--- config.mk ---
export PLATFORM = sky130hd
export DESIGN_NAME = pdm_mic_receiver
export DESIGN_NICKNAME = d
export VERILOG_FILES = /design/src/rtl/pdm_mic_receiver.sv
export SDC_FILE = /design/constraint.sdc
export NUM_CORES = 1
export LEC_CHECK = 0
export CAP_MARGIN = 10
export CORE_UTILIZATION = 60
export DETAILED_ROUTE_END_ITERATION = 8
export GPL_TIMING_DRIVEN = 0
export PLACE_DENSITY = 0.82
export SLEW_MARGIN = 40
export SYNTH_ARGS = -nofsm -noshare
export SYNTH_HDL_FRONTEND = slang
export SYNTH_SLANG_ARGS = --single-unit
--- constraint.sdc ---
create_clock -name clk -period 4.17 [get_ports clk]
set_clock_uncertainty 0.2 [all_clocks]
set_input_delay 0.834 -clock clk [delete_from_list [all_inputs] [get_ports clk]]
set_output_delay 0.834 -clock clk [all_outputs]
set_load 0.005 [all_outputs]
--- src/rtl/pdm_mic_receiver.sv ---
// -----------------------------------------------------------------------------
// pdm_mic_receiver
//
// Generates the PDM microphone bit clock and samples the 1-bit PDM stream. The
// stream is converted to unsigned amplitude words by counting ones over a
// window of W = 2^WINDOW_BITS - 1 mic-clock ticks. Two accumulators run on
// windows staggered by half a window. Together they give a fresh amplitude
// roughly every 2^(WINDOW_BITS-1) ticks.
//
// Parameters:
//   HALF_PERIOD  system clock cycles per half mic-clock period (>= 2)
//   WINDOW_BITS  amplitude width (>= 2); window length W = 2^WINDOW_BITS - 1
//
// Ports:
//   clk              system clock
//   rst              synchronous active-high reset
//   m_clk            microphone bit clock (50% duty)
//   m_clk_en         one-cycle pulse coincident with each rising edge of m_clk
//   m_data           PDM data from the microphone, asynchronous to clk
//   m_lr_sel         channel select, constant 0 (data valid at m_clk rise)
//   amplitude        count of ones in the last completed window
//   amplitude_valid  one-cycle strobe marking a new amplitude
// -----------------------------------------------------------------------------
`timescale 1ns/1ps

module pdm_mic_receiver #(
    parameter int HALF_PERIOD = 21,
    parameter int WINDOW_BITS = 7
) (
    input  logic                   clk,
    input  logic                   rst,
    output logic                   m_clk,
    output logic                   m_clk_en,
    input  logic                   m_data,
    output logic                   m_lr_sel,
    output logic [WINDOW_BITS-1:0] amplitude,
    output logic                   amplitude_valid
);

    localparam int DIV_W = (HALF_PERIOD > 2) ? $clog2(HALF_PERIOD) : 1;
    localparam logic [DIV_W-1:0]       DIV_LAST = DIV_W'(HALF_PERIOD - 1);
    // Last tick index of a window: W - 1 = 2^WINDOW_BITS - 2.
    localparam logic [WINDOW_BITS-1:0] T_LAST   = WINDOW_BITS'((2 ** WINDOW_BITS) - 2);
    // Accumulator B is offset by half a window.
    localparam logic [WINDOW_BITS-1:0] B_START  = WINDOW_BITS'(2 ** (WINDOW_BITS - 1));
    localparam logic [WINDOW_BITS-1:0] B_CLOSE  = WINDOW_BITS'((2 ** (WINDOW_BITS - 1)) - 1);

    logic [DIV_W-1:0]       div_r;
    logic                   m_clk_r;
    logic                   m_clk_en_r;
    logic                   sync_meta_r;
    logic                   d_sync_r;
    logic [WINDOW_BITS-1:0] t_r;
    logic [WINDOW_BITS-1:0] acc_a_r;
    logic [WINDOW_BITS-1:0] acc_b_r;
    logic                   b_primed_r;
    logic [WINDOW_BITS-1:0] amplitude_r;
    logic                   amplitude_valid_r;

    logic                   div_wrap_s;
    logic [WINDOW_BITS-1:0] bit_ext_s;
    logic [WINDOW_BITS-1:0] sum_a_s;
    logic [WINDOW_BITS-1:0] sum_b_s;
    logic                   close_a_s;
    logic                   close_b_s;

    logic [DIV_W-1:0]       div_nxt_s;
    logic                   m_clk_nxt_s;
    logic                   m_clk_en_nxt_s;
    logic [WINDOW_BITS-1:0] t_nxt_s;
    logic [WINDOW_BITS-1:0] acc_a_nxt_s;
    logic [WINDOW_BITS-1:0] acc_b_nxt_s;
    logic                   b_primed_nxt_s;
    logic [WINDOW_BITS-1:0] amplitude_nxt_s;
    logic                   amplitude_valid_nxt_s;

    assign m_clk           = m_clk_r;
    assign m_clk_en        = m_clk_en_r;
    assign m_lr_sel        = 1'b0;
    assign amplitude       = amplitude_r;
    assign amplitude_valid = amplitude_valid_r;

    // Decode of the divider wrap and of the window-closing ticks.
    always_comb begin
        div_wrap_s = (div_r == DIV_LAST);
        // The sampled bit is the synchronized data in the m_clk_en cycle. An
        // accumulator holds at most W-1 before its last add, so the sum fits.
        bit_ext_s  = WINDOW_BITS'(d_sync_r);
        sum_a_s    = acc_a_r + bit_ext_s;
        sum_b_s    = acc_b_r + bit_ext_s;
        close_a_s  = m_clk_en_r && (t_r == T_LAST);
        close_b_s  = m_clk_en_r && (t_r == B_CLOSE);
    end

    // Mic clock divider: toggle on wrap. Flag the rising edge for one cycle.
    always_comb begin
        if (div_wrap_s) begin
            div_nxt_s      = {DIV_W{1'b0}};
            m_clk_nxt_s    = ~m_clk_r;
            m_clk_en_nxt_s = ~m_clk_r;
        end else begin
            div_nxt_s      = div_r + DIV_W'(1);
            m_clk_nxt_s    = m_clk_r;
            m_clk_en_nxt_s = 1'b0;
        end
    end

    // Tick counter and both window accumulators, advanced on each sample tick.
    always_comb begin
        if (m_clk_en_r) begin
            if (t_r == T_LAST) begin
                t_nxt_s = {WINDOW_BITS{1'b0}};
            end else begin
                t_nxt_s = t_r + WINDOW_BITS'(1);
            end
            if (close_a_s) begin
                acc_a_nxt_s = {WINDOW_BITS{1'b0}};
            end else begin
                acc_a_nxt_s = sum_a_s;
            end
            // B clears at its close tick even before priming. This drops the
            // partial count gathered since reset.
            if (close_b_s) begin
                acc_b_nxt_s = {WINDOW_BITS{1'b0}};
            end else begin
                acc_b_nxt_s = sum_b_s;
            end
            if (t_r == B_START) begin
                b_primed_nxt_s = 1'b1;
            end else begin
                b_primed_nxt_s = b_primed_r;
            end
        end else begin
            t_nxt_s        = t_r;
            acc_a_nxt_s    = acc_a_r;
            acc_b_nxt_s    = acc_b_r;
            b_primed_nxt_s = b_primed_r;
        end
    end

    // Output word selection. A and B never close on the same tick.
    always_comb begin
        if (close_a_s) begin
            amplitude_nxt_s       = sum_a_s;
            amplitude_valid_nxt_s = 1'b1;
        end else if (close_b_s && b_primed_r) begin
            amplitude_nxt_s       = sum_b_s;
            amplitude_valid_nxt_s = 1'b1;
        end else begin
            amplitude_nxt_s       = amplitude_r;
            amplitude_valid_nxt_s = 1'b0;
        end
    end

    // State registers, including the 2-flop synchronizer on m_data.
    always_ff @(posedge clk) begin
        if (rst) begin
            div_r             <= {DIV_W{1'b0}};
            m_clk_r           <= 1'b0;
            m_clk_en_r        <= 1'b0;
            sync_meta_r       <= 1'b0;
            d_sync_r          <= 1'b0;
            t_r               <= {WINDOW_BITS{1'b0}};
            acc_a_r           <= {WINDOW_BITS{1'b0}};
            acc_b_r           <= {WINDOW_BITS{1'b0}};
            b_primed_r        <= 1'b0;
            amplitude_r       <= {WINDOW_BITS{1'b0}};
            amplitude_valid_r <= 1'b0;
        end else begin
            div_r             <= div_nxt_s;
            m_clk_r           <= m_clk_nxt_s;
            m_clk_en_r        <= m_clk_en_nxt_s;
            sync_meta_r       <= m_data;
            d_sync_r          <= sync_meta_r;
            t_r               <= t_nxt_s;
            acc_a_r           <= acc_a_nxt_s;
            acc_b_r           <= acc_b_nxt_s;
            b_primed_r        <= b_primed_nxt_s;
            amplitude_r       <= amplitude_nxt_s;
            amplitude_valid_r <= amplitude_valid_nxt_s;
        end
    end

endmodule

# ---- Word level (Yosys, flattened, before mapping)
# Cells that the tools add are included.
dict set report totals {
  out_inout_bits 11
  input_bits 3
  register_bits 39
  wordCells 35
}
dict set report classes {
  muxes 7
  n_eq_ne 4
  n_reduce_logical 7
  n_bitwise 2
  n_addsub 4
}
# cell count
set ops {}
lappend ops {{2-to-1 mux 7 bit} 5}
lappend ops {{adder 7 x 1 -> 7 bit} 2}
lappend ops {{equality test 7 bit, second input constant} 2}
lappend ops {{adder 7 x 1 -> 7 bit, second input constant} 1}
lappend ops {{equality test 7 x 6 -> 1 bit, second input constant} 1}
lappend ops {{adder 5 x 1 -> 5 bit, second input constant} 1}
lappend ops {{equality test 5 bit, second input constant} 1}
lappend ops {{OR reduction 2 bit} 2}
lappend ops {{logical AND 1 bit} 3}
lappend ops {{2-to-1 mux 1 bit} 2}
lappend ops {{NOT 1 bit} 2}
lappend ops {{AND reduction 2 bit} 1}
lappend ops {{nonzero test 2 bit} 1}

# ---- Longest topological paths before layout
# Gate-level depths: netlist (run 1).
dict set report depth {
  depth_word 5
  mapped_depth 6
  ltp_nobuf 6
}

# ---- Worst setup path after synthesis (run 1)
# OpenSTA, ideal clock, no wires.
dict set report synth_timing {
  kind {input-to-reg}
  startpoint {input port rst}
  endpoint {register b_primed_r}
  path_buffers 2
  slack_ps 2372
  stages 3
  required_ps 3841
  arrival_time_ps 1469
  setup_ps 129
  cell_sequence {clkbuf_1 > clkbuf_1 > nor2_1}
}
# item line
set synth_rtl {}
lappend synth_rtl {{from (decl)} 31} ;# input logic rst,
lappend synth_rtl {{to (signal assigned)} 178} ;# b_primed_r <= b_primed_nxt_s;
lappend synth_rtl {{to (decl)} 56} ;# logic b_primed_r;
# No word-level cell between the ends.

# ---- Worst setup path after layout (run 1)
dict set report layout_timing {
  startpoint {register m_clk_en_r, in the netlist m_clk_en}
  endpoint {output port m_clk_en}
}
# item line
set layout_rtl {}
lappend layout_rtl {{from (decl)} 50} ;# logic m_clk_en_r;
lappend layout_rtl {{from (signal assigned)} 172} ;# m_clk_en_r <= m_clk_en_nxt_s;
lappend layout_rtl {{to (decl)} 33} ;# output logic m_clk_en,
# No word-level cell between the ends.

==> results.toml, run 1 <==
[clock_network]
clkSinkCount = 39
postCtsSetupRepairBufs = 0
htree_num_levels = 2
cts_clock_pin_slew_for_the_worst_setup_and_hold_paths_ns = 0.11
clockBufferDepth = 2
cts.root.buffer_cell = "clkbuf_4"
cts.repair.resized = 0
tritoncts_clock_tree = "done"
hold_bufs_inserted_after_cts = 0
clock_latency_ns = 0.34
cts-buffers-inserted = 5

[detailed_routing]
firstDrtPassIters = 9
wirelength_mm = 4.05
drtIter0Drc = 107
num_vias = 1587
post-route-drc-count = 1
vias_per_cell = 6.03
drtAntennaViolNets = 0
routedWlPerCell_um = 15.4

[synthesis]
synthDominantCellAreaShare_pct = 41.9
synthesis.instances = 213
synthDistinctLibCells = 39
sequential_cell_area_fraction_in_the_yosys_report_pct = 41.9
synth-simple-area-share_pct = 23.9
postSynth.asyncResetShare_pct = 0
syn_avg_cell_area_um2 = 8.74
synthTopCellsByArea = "dfxtp_1 42%, ha_1 6.0%, nand3_1 5.9%"
synthXorXnorAreaFrac_pct = 7.06
synth_edf_count = 0
synth-main-ff-cell = "dfxtp_1"
synth_area_in_compound_gates_pct = 16.1
muxShareOfSynthArea_pct = 0
largest_family_of_logic_cells_by_synthesized_area = "simple AND/OR/NAND/NOR gates"
syn_nets = 225
synth_commonest_cells = "39 x dfxtp_1, 22 x nand3_1, 20 x nand2_1"
ys.warnings.count = 0
yosys.area.top_type = "dfxtp_1"
synth-adder-area-share_pct = 6.05
postSynthRegisterBits = 39
yosys.cell_count.top_type = "dfxtp_1"
synth.cell_area_um2 = 1860

[outcome]
result_of_the_run = "finished with violations"
failing_checks = "design-rule violations"

[placed_design]
gp_congestion = 0.877
dp_hpwl_mm = 2.96
pre_cts_ws_ns = 1.52
placed_cells_incl_taps = 256
buffer_ports.inserted = 12

[global_route]
grt_pass1_wl_mm = 6.64
grt_start_max_net_pins = 12
global_route_congestion_overflow_total = 0
antenna_violations_before_repair = 0
gr-usage-all-layers_pct = 26.6
grt_pass1_vias = 1498

[layout]
fin_util_pct = 72.8
area.growth.synth_to_final_pct = 11.6
number_of_non_filler_instances_in_the_completed_layout = 263
num-nets-final = 244
antenna_cells = 0
drive_gt1_share_pct = 7.76

[power_and_ir_drop]
p_per_area_nw_per_um2 = 286
power.static_leakage_nw = 0.762
power.ir.vdd_worst_uv = 252

[critical_path]
critical_path.startpoint_type = "flop"
cpLargestDelayFamily = "buffers and inverters"
worst-endpoint-required_ns = 3.14
critical_path.slowest_cell = "clkdlybuf4s50_1"
ff2ff_setup_slack_ns = 2.26
worst_path_largest_cell_delay_ns = 0.53
cp_cell_sequence = "clkdlybuf4s50_1"
timing.critical_path.depth = 1
setup.worst_path.end_class = "primary output"
timing.critical_path.fanout_max = 6
worst_r2r_path_depth = 5
timing.critical_path.buf_inv = 1
cp.arrival_ns = 1.30
worst-setup-path-type = "reg -> out"

[sta]
timing.final.max_slew_violations = 0
timing.final.setup_violations = 0
timing_hold_violations_final = 0
layout_worst_path_cycle_share_pct = 56.0
upper_clock_frequency_limit_mhz = 428
hold_ws_ns = 0.249
setup_tns_after_final_layout_ns = 0
finalWorstSetupSlack_ns = 1.84
layout_min_cycle_time_ns = 2.33
worstMarginPinSlew_ns = 0.544
timing.slew.headroom_pct = 63.7
rsz_0062_raised_after_global_routing = "no"

[hold_path]
worstHoldPathCells = 1
min-delay-path-class = "reg -> reg"

[floorplan]
std_cell_rows = 19
num_io_pins = 14
dieWidth_um = 57.7
design.die.area_um2 = 3330
initial_core_util_pct = 65.3
fp.dieH_um = 57.7
coreArea_um2 = 2850

[run]
drv.max_cap_violation_count = 0
==> layer usage <==
layer / vias to the layer above / global-route usage [%] / routed length [um]
li1: 796 / - / -
met4: 0 / 12.2 / 48
met3: 6 / 6.47 / 270
met2: 54 / 42.5 / 1900
met5: - / 0 / 0
met1: 731 / 34.2 / 1830
==> flip-flops by register name, indices dropped and copies added, names as in the netlist <==
register and flops:
amplitude_valid 1, d_sync_r 1, m_clk_en 1, div_r 5
amplitude 7, b_primed_r 1, acc_b_r 7, acc_a_r 7
sync_meta_r 1, m_clk 1, t_r 7
==> cells in the final DEF (no fill, tap or decap), types with 4 or more instances in the layout <==
master	instances
dfxtp_1	39
nand3_1	22
nand2_1	20
a21oi_1	16
nor3_1	13
clkdlybuf4s50_1	12
nor2_1	11
xor2_1	9
ha_1	9
inv_1	6
clkbuf_1	6
xnor2_1	6
nand4_1	5
o211ai_1	5
clkbuf_4	5
nor2b_1	4
o21a_1	4
==> path summary, 6_finish.rpt <==
| kind | to | startpoint |
|---|---|---|
| worst max-delay path | m_clk_en | m_clk_en$_SDFF_PP0_ |
| worst min-delay path | d_sync_r$_SDFF_PP0_ | sync_meta_r$_SDFF_PP0_ |
| worst max register to register | amplitude[5]$_SDFFE_PP0P_ | t_r[1]$_SDFFE_PP0P_ |
| worst min register to register | d_sync_r$_SDFF_PP0_ | sync_meta_r$_SDFF_PP0_ |
==> cells by family after synthesis <==
logic type	after synthesis
other cells	1
xor+xnor	15
simple gates	86
fa+ha+maj	9
compound gates	45
buf+inv	18
flops	39
==> through the flow <==
stage,power [W],cell area (um^2)
final,0.000594,2080
after global routing,0.000613,2080
after floorplan,0.000398,1860
after CTS,0.000594,2080
after detailed placement,0.000405,2020
after global placement,0.000404,2020
==> area by class of cell <==
type	count	area, um^2
Sequential cell	39	781
Timing Repair Buffer	12	120
Tap cell	31	38.8
Clock buffer	6	51.3
Inverter	6	22.5
Buffer	12	66.3
Multi-Input combinational cell	156	992
Clock inverter	1	5.00
Fill cell	245	776
==> power breakdown <==
part	leakage, nW	switching [W]	internal, W	total (W)
combinational	0.413	0.0000119	0.00000709	0.0000190
clock	0.0341	0.000119	0.0000782	0.000197
sequential	0.315	0.00000255	0.000376	0.000378
No activity file was read; power rests on OpenSTA's default activity.
==> inputs of run 2 (changes only) <==
--- a/config.mk
+++ b/config.mk
@@ -6,10 +6,10 @@
 export NUM_CORES = 1
 export LEC_CHECK = 0
 export CAP_MARGIN = 10
-export CORE_UTILIZATION = 60
+export CORE_UTILIZATION = 57
 export DETAILED_ROUTE_END_ITERATION = 8
 export GPL_TIMING_DRIVEN = 0
-export PLACE_DENSITY = 0.82
+export PLACE_DENSITY = 0.79
 export SLEW_MARGIN = 40
 export SYNTH_ARGS = -nofsm -noshare
 export SYNTH_HDL_FRONTEND = slang
==> constraint.sdc (replaced) <==
create_clock -name clk -period 2.4 [get_ports clk]
set_clock_uncertainty 0.2 [all_clocks]
set_input_delay 0.48 -clock clk [delete_from_list [all_inputs] [get_ports clk]]
set_output_delay 0.48 -clock clk [all_outputs]
set_load 0.005 [all_outputs]
==> run 2 against run 1 <==
  * The flow now finishes without violations
  * Power increased by 67%
  * Sequential cell count unchanged
  * Design area hardly changed
  * Non-clock buffer count is the same
  * Cell count up 4.6%
  * Clock-buffer cell count unchanged
  * Critical path depth is 3 higher
  * Sequential share of layout area about the same
  * Largest cell class unchanged
==> results.toml, run 2 (same netlist as run 1, synthesis figures left out) <==
[floorplan]
std_cell_rows = 20
design.die.area_um2 = 3500
fp.dieH_um = 59.2
coreArea_um2 = 3080
dieWidth_um = 59.2
num_io_pins = 14
initial_core_util_pct = 60.5

[critical_path]
timing.critical_path.buf_inv = 3
timing.critical_path.depth = 4
setup.worst_path.end_class = "flop"
cp_cell_sequence = "clkdlybuf4s50_1 > clkbuf_1 > clkbuf_1 > a21oi_1"
critical_path.slowest_cell = "clkdlybuf4s50_1"
cp.arrival_ns = 2.04
worst-setup-path-type = "in -> reg"
worst_path_largest_cell_delay_ns = 0.54
timing.critical_path.fanout_max = 10
critical-path-top-cell-by-count = "clkbuf_1"
worst_r2r_path_depth = 5
worst-endpoint-required_ns = 2.41
critical_path.startpoint_type = "primary input"
cpLargestDelayFamily = "buffers and inverters"

[global_route]
antenna_violations_before_repair = 0
global_route_congestion_overflow_total = 0
grt_pass1_wl_mm = 6.89
gr-usage-all-layers_pct = 27.0
grt_start_max_net_pins = 11
grt_pass1_vias = 1469

[sta]
timing.final.setup_violations = 0
worstMarginPinSlew_ns = 0.579
layout_min_cycle_time_ns = 2.03
upper_clock_frequency_limit_mhz = 492
rsz_0062_raised_after_global_routing = "no"
timing.slew.headroom_pct = 61.4
hold_ws_ns = 0.261
layout_worst_path_cycle_share_pct = 84.7
setup_tns_after_final_layout_ns = 0
timing.final.max_slew_violations = 0
timing_hold_violations_final = 0

[clock_network]
htree_num_levels = 2
clockBufferDepth = 2
hold_bufs_inserted_after_cts = 0
postCtsSetupRepairBufs = 0
cts.root.buffer_cell = "clkbuf_4"
cts-buffers-inserted = 5
cts.repair.resized = 0
clock_latency_ns = 0.35
cts_clock_pin_slew_for_the_worst_setup_and_hold_paths_ns = 0.10
tritoncts_clock_tree = "done"
clkSinkCount = 39

[layout]
final_common_cell = "dfxtp_1"
drive_gt1_share_pct = 6.93
final.fill_count = 269
area.growth.synth_to_final_pct = 11.6
antenna_cells = 0
num-nets-final = 244
most-common-layout-cells = "39 x dfxtp_1, 22 x nand3_1, 20 x nand2_1"

[detailed_routing]
drtAntennaViolNets = 0
num_vias = 1641
firstDrtPassIters = 4
wirelength_mm = 4.23
routedWlPerCell_um = 15.4
post-route-drc-count = 0
vias_per_cell = 5.97
drtIter0Drc = 124

[placed_design]
gp_congestion = 0.802
buffer_ports.inserted = 12
dp_hpwl_mm = 3.05

[hold_path]
worstHoldPathCells = 1
min-delay-path-class = "reg -> reg"

[power_and_ir_drop]
post-layout-total-power_w = 0.000992
p_per_area_nw_per_um2 = 477
power.static_leakage_nw = 0.752
power.ir.vdd_worst_uv = 376

[outcome]
result_of_the_run = "completed"

[run]
drv.max_cap_violation_count = 0
run 2: cell count changes in the layout (fill, tap and decap cells not counted), sizes merged:
cell    delta
clkinv     -1
run 2: final cells by class:
cell class	count	area (um^2)	area share (%)
Multi-Input combinational cell	156	992	47.7
Sequential cell	39	781	37.6
Timing Repair Buffer	12	120	5.78
Buffer	12	66.3	3.19
Tap cell	44	55.1	2.65
Clock buffer	6	41.3	1.99
Inverter	6	22.5	1.08
run 2: path summary, 6_finish.rpt:
path | startpoint | end | slack, ns
hold reg to reg | sync_meta_r$_SDFF_PP0_ | d_sync_r$_SDFF_PP0_ | 0.26
setup / recovery | rst | amplitude[3]$_SDFFE_PP0P_ | 0.37
hold / removal | sync_meta_r$_SDFF_PP0_ | d_sync_r$_SDFF_PP0_ | 0.26
setup reg to reg | t_r[1]$_SDFFE_PP0P_ | amplitude[5]$_SDFFE_PP0P_ | 0.48
run 2: report_power, final:
part           leakage, nW  switching (W)  internal (W)
clock               0.0242       0.000197      0.000104
combinational        0.413      0.0000209     0.0000124
sequential           0.315     0.00000471      0.000653
total                0.752       0.000223      0.000769
run 2: stage by stage:
stage / utilization, % / cells / cell area (um^2) / setup slack (ns)
finish: 67.5 / 275 / 2080 / 0.367
global route: 67.5 / 275 / 2080 / 0.263
CTS: 67.5 / 275 / 2080 / 0.397
detailed placement: 66.2 / 269 / 2040 / 0.0130
global placement: 66.2 / 269 / 2040 / 0.0381
floorplan: - / 213 / 1860 / 0.785
run 2: metal layers:
layer	routed length, um	vias to the layer above	global-route usage (%)
li1	-	800	-
met1	1820	782	36.0
met2	2040	50	43.5
met3	300	9	6.11
met4	64	0	8.16
met5	0	-	0
==> inputs of run 3 (changes only) <==
==> constraint.sdc (replaced) <==
create_clock -name clk -period 2.07 [get_ports clk]
set_clock_uncertainty 0.2 [all_clocks]
set_input_delay 0.414 -clock clk [delete_from_list [all_inputs] [get_ports clk]]
set_output_delay 0.414 -clock clk [all_outputs]
set_load 0.005 [all_outputs]
==> run 3 against run 2 <==
  * Sequential cell count unchanged
  * Clock power up 16%
  * First-iteration DRC count up 2.4%
  * Cell count unchanged
  * Setup slack worse by 0.24 ns
  * Sequential share of layout area down 0.16 points
  * Design area up 0.42%
  * Global-route usage unchanged
  * Core utilization up 0.28 points
  * Combinational power up 15%
  * Via count down 0.98%
  * Die area unchanged
  * Critical path type unchanged
  * Critical endpoint is now acc_b_r[1]$_SDFFE_PP0P_
==> results.toml, run 3 (same netlist as run 1, synthesis figures left out) <==
[outcome]
result_of_the_run = "completed"

[sta]
timing.final.setup_violations = 0
timing.slew.headroom_pct = 62.4
layout_worst_path_cycle_share_pct = 93.8
finalWorstSetupSlack_ns = 0.128
timing.final.max_slew_violations = 0
upper_clock_frequency_limit_mhz = 515
setup_tns_after_final_layout_ns = 0
worstMarginPinSlew_ns = 0.563
layout_min_cycle_time_ns = 1.94
rsz_0062_raised_after_global_routing = "no"
timing_hold_violations_final = 0

[clock_network]
cts-buffers-inserted = 5
clkSinkCount = 39
cts_clock_pin_slew_for_the_worst_setup_and_hold_paths_ns = 0.10
cts.root.buffer_cell = "clkbuf_4"
clock_latency_ns = 0.34
htree_num_levels = 2
postCtsSetupRepairBufs = 0
hold_bufs_inserted_after_cts = 0
tritoncts_clock_tree = "done"
clockBufferDepth = 2

[layout]
fin_util_pct = 67.8
drive_gt1_share_pct = 6.93
most-common-layout-cells = "39 x dfxtp_1, 22 x nand3_1, 20 x nand2_1"
number_of_non_filler_instances_in_the_completed_layout = 275
num-nets-final = 244
area.growth.synth_to_final_pct = 12.1
final_common_cell = "dfxtp_1"
antenna_cells = 0

[detailed_routing]
firstDrtPassIters = 4
post-route-drc-count = 0
drtIter0Drc = 127
vias_per_cell = 5.91
wirelength_mm = 4.22
num_vias = 1625
routedWlPerCell_um = 15.4
drtAntennaViolNets = 0

[power_and_ir_drop]
power.ir.vdd_worst_uv = 438
power.static_leakage_nw = 0.759
post-layout-total-power_w = 0.00115
p_per_area_nw_per_um2 = 551

[critical_path]
setup.worst_path.end_class = "flop"
critical_path.slowest_cell = "clkdlybuf4s50_1"
critical_path.startpoint_type = "primary input"
cp_cell_sequence = "clkdlybuf4s50_1 > clkbuf_1 > buf_1 > a21oi_1"
timing.critical_path.fanout_max = 10
timing.critical_path.buf_inv = 3
worst-setup-path-type = "in -> reg"
ff2ff_setup_slack_ns = 0.19
cpLargestDelayFamily = "buffers and inverters"
cp.arrival_ns = 1.95
worst-endpoint-required_ns = 2.08
worst_path_largest_cell_delay_ns = 0.54

[placed_design]
pre_cts_ws_ns = -0.251
placed_cells_incl_taps = 269
gp_congestion = 0.802
dp_hpwl_mm = 3.05
buffer_ports.inserted = 12

[floorplan]
initial_core_util_pct = 60.5
coreArea_um2 = 3080
dieWidth_um = 59.2
std_cell_rows = 20
fp.dieH_um = 59.2
design.die.area_um2 = 3500
num_io_pins = 14

[global_route]
global_route_congestion_overflow_total = 0
gr-usage-all-layers_pct = 27.0
grt_start_max_net_pins = 11
grt_pass1_wl_mm = 6.89
grt_pass1_vias = 1469
antenna_violations_before_repair = 0

[run]
drv.max_cap_violation_count = 0

[hold_path]
min-delay-path-class = "reg -> reg"
==> run 3: cell count changes in the layout (fill, tap and decap cells not counted) <==
cell,previous run,this run
nand4_2,1,0
clkbuf_1,7,6
nand4_4,0,1
buf_1,1,2
==> run 3: path summary, 6_finish.rpt <==
path / cells past startpoint / to / from
worst max-delay path: 4 / acc_b_r[1]$_SDFFE_PP0P_ / rst
worst min-delay path: 1 / d_sync_r$_SDFF_PP0_ / sync_meta_r$_SDFF_PP0_
worst max register to register: 6 / amplitude[6]$_SDFFE_PP0P_ / d_sync_r$_SDFF_PP0_
worst min register to register: 1 / d_sync_r$_SDFF_PP0_ / sync_meta_r$_SDFF_PP0_
==> run 3: final cells by class <==
class / count / area [um^2]
Multi-Input combinational cell: 156 / 1000
Fill cell: 267 / 991
Sequential cell: 39 / 781
Timing Repair Buffer: 12 / 120
Buffer: 12 / 66.3
Tap cell: 44 / 55.1
Clock buffer: 6 / 41.3
Inverter: 6 / 22.5
==> run 3: per-stage QoR <==
| step | hold slack (ns) | cell area, um^2 |
|---|---|---|
| 2_1_floorplan | 0.214 | 1860 |
| 3_3_place_gp | 0.237 | 2040 |
| 3_5_place_dp | 0.236 | 2040 |
| 4_1_cts | 0.263 | 2080 |
| 5_1_grt | 0.268 | 2090 |
| 6_report | 0.260 | 2090 |
==> run 3: worst register-to-register path: stages (launching register included) <==
cell and delay (ns):
dfxtp_1 0.36, ha_1 0.22, ha_1 0.23, nand3_1 0.22, o21a_1 0.25, o211ai_1 0.18, nand3_1 0.10
==> run 3: what timing repair did <==
item / 4_1_cts / 5_1_grt
gates resized for setup: 0 / 2
endpoints found under the hold margin: 0 / 0
setup endpoints to repair: 0 / 2
==> run 3: report_power, final <==
part           internal [W]  switching (W)
clock              0.000121       0.000229
sequential         0.000757     0.00000539
combinational     0.0000143      0.0000239
total              0.000892       0.000259
==> run 3: per-layer routing <==
layer,share of wire [%],vias to the layer above,wire length (um),GRT usage (%)
li1,-,798,-,-
met4,1.3,0,56,8.16
met2,50,41,2090,43.5
met1,43,780,1830,36.0
met3,5.8,6,245,6.11
met5,0,-,0,0
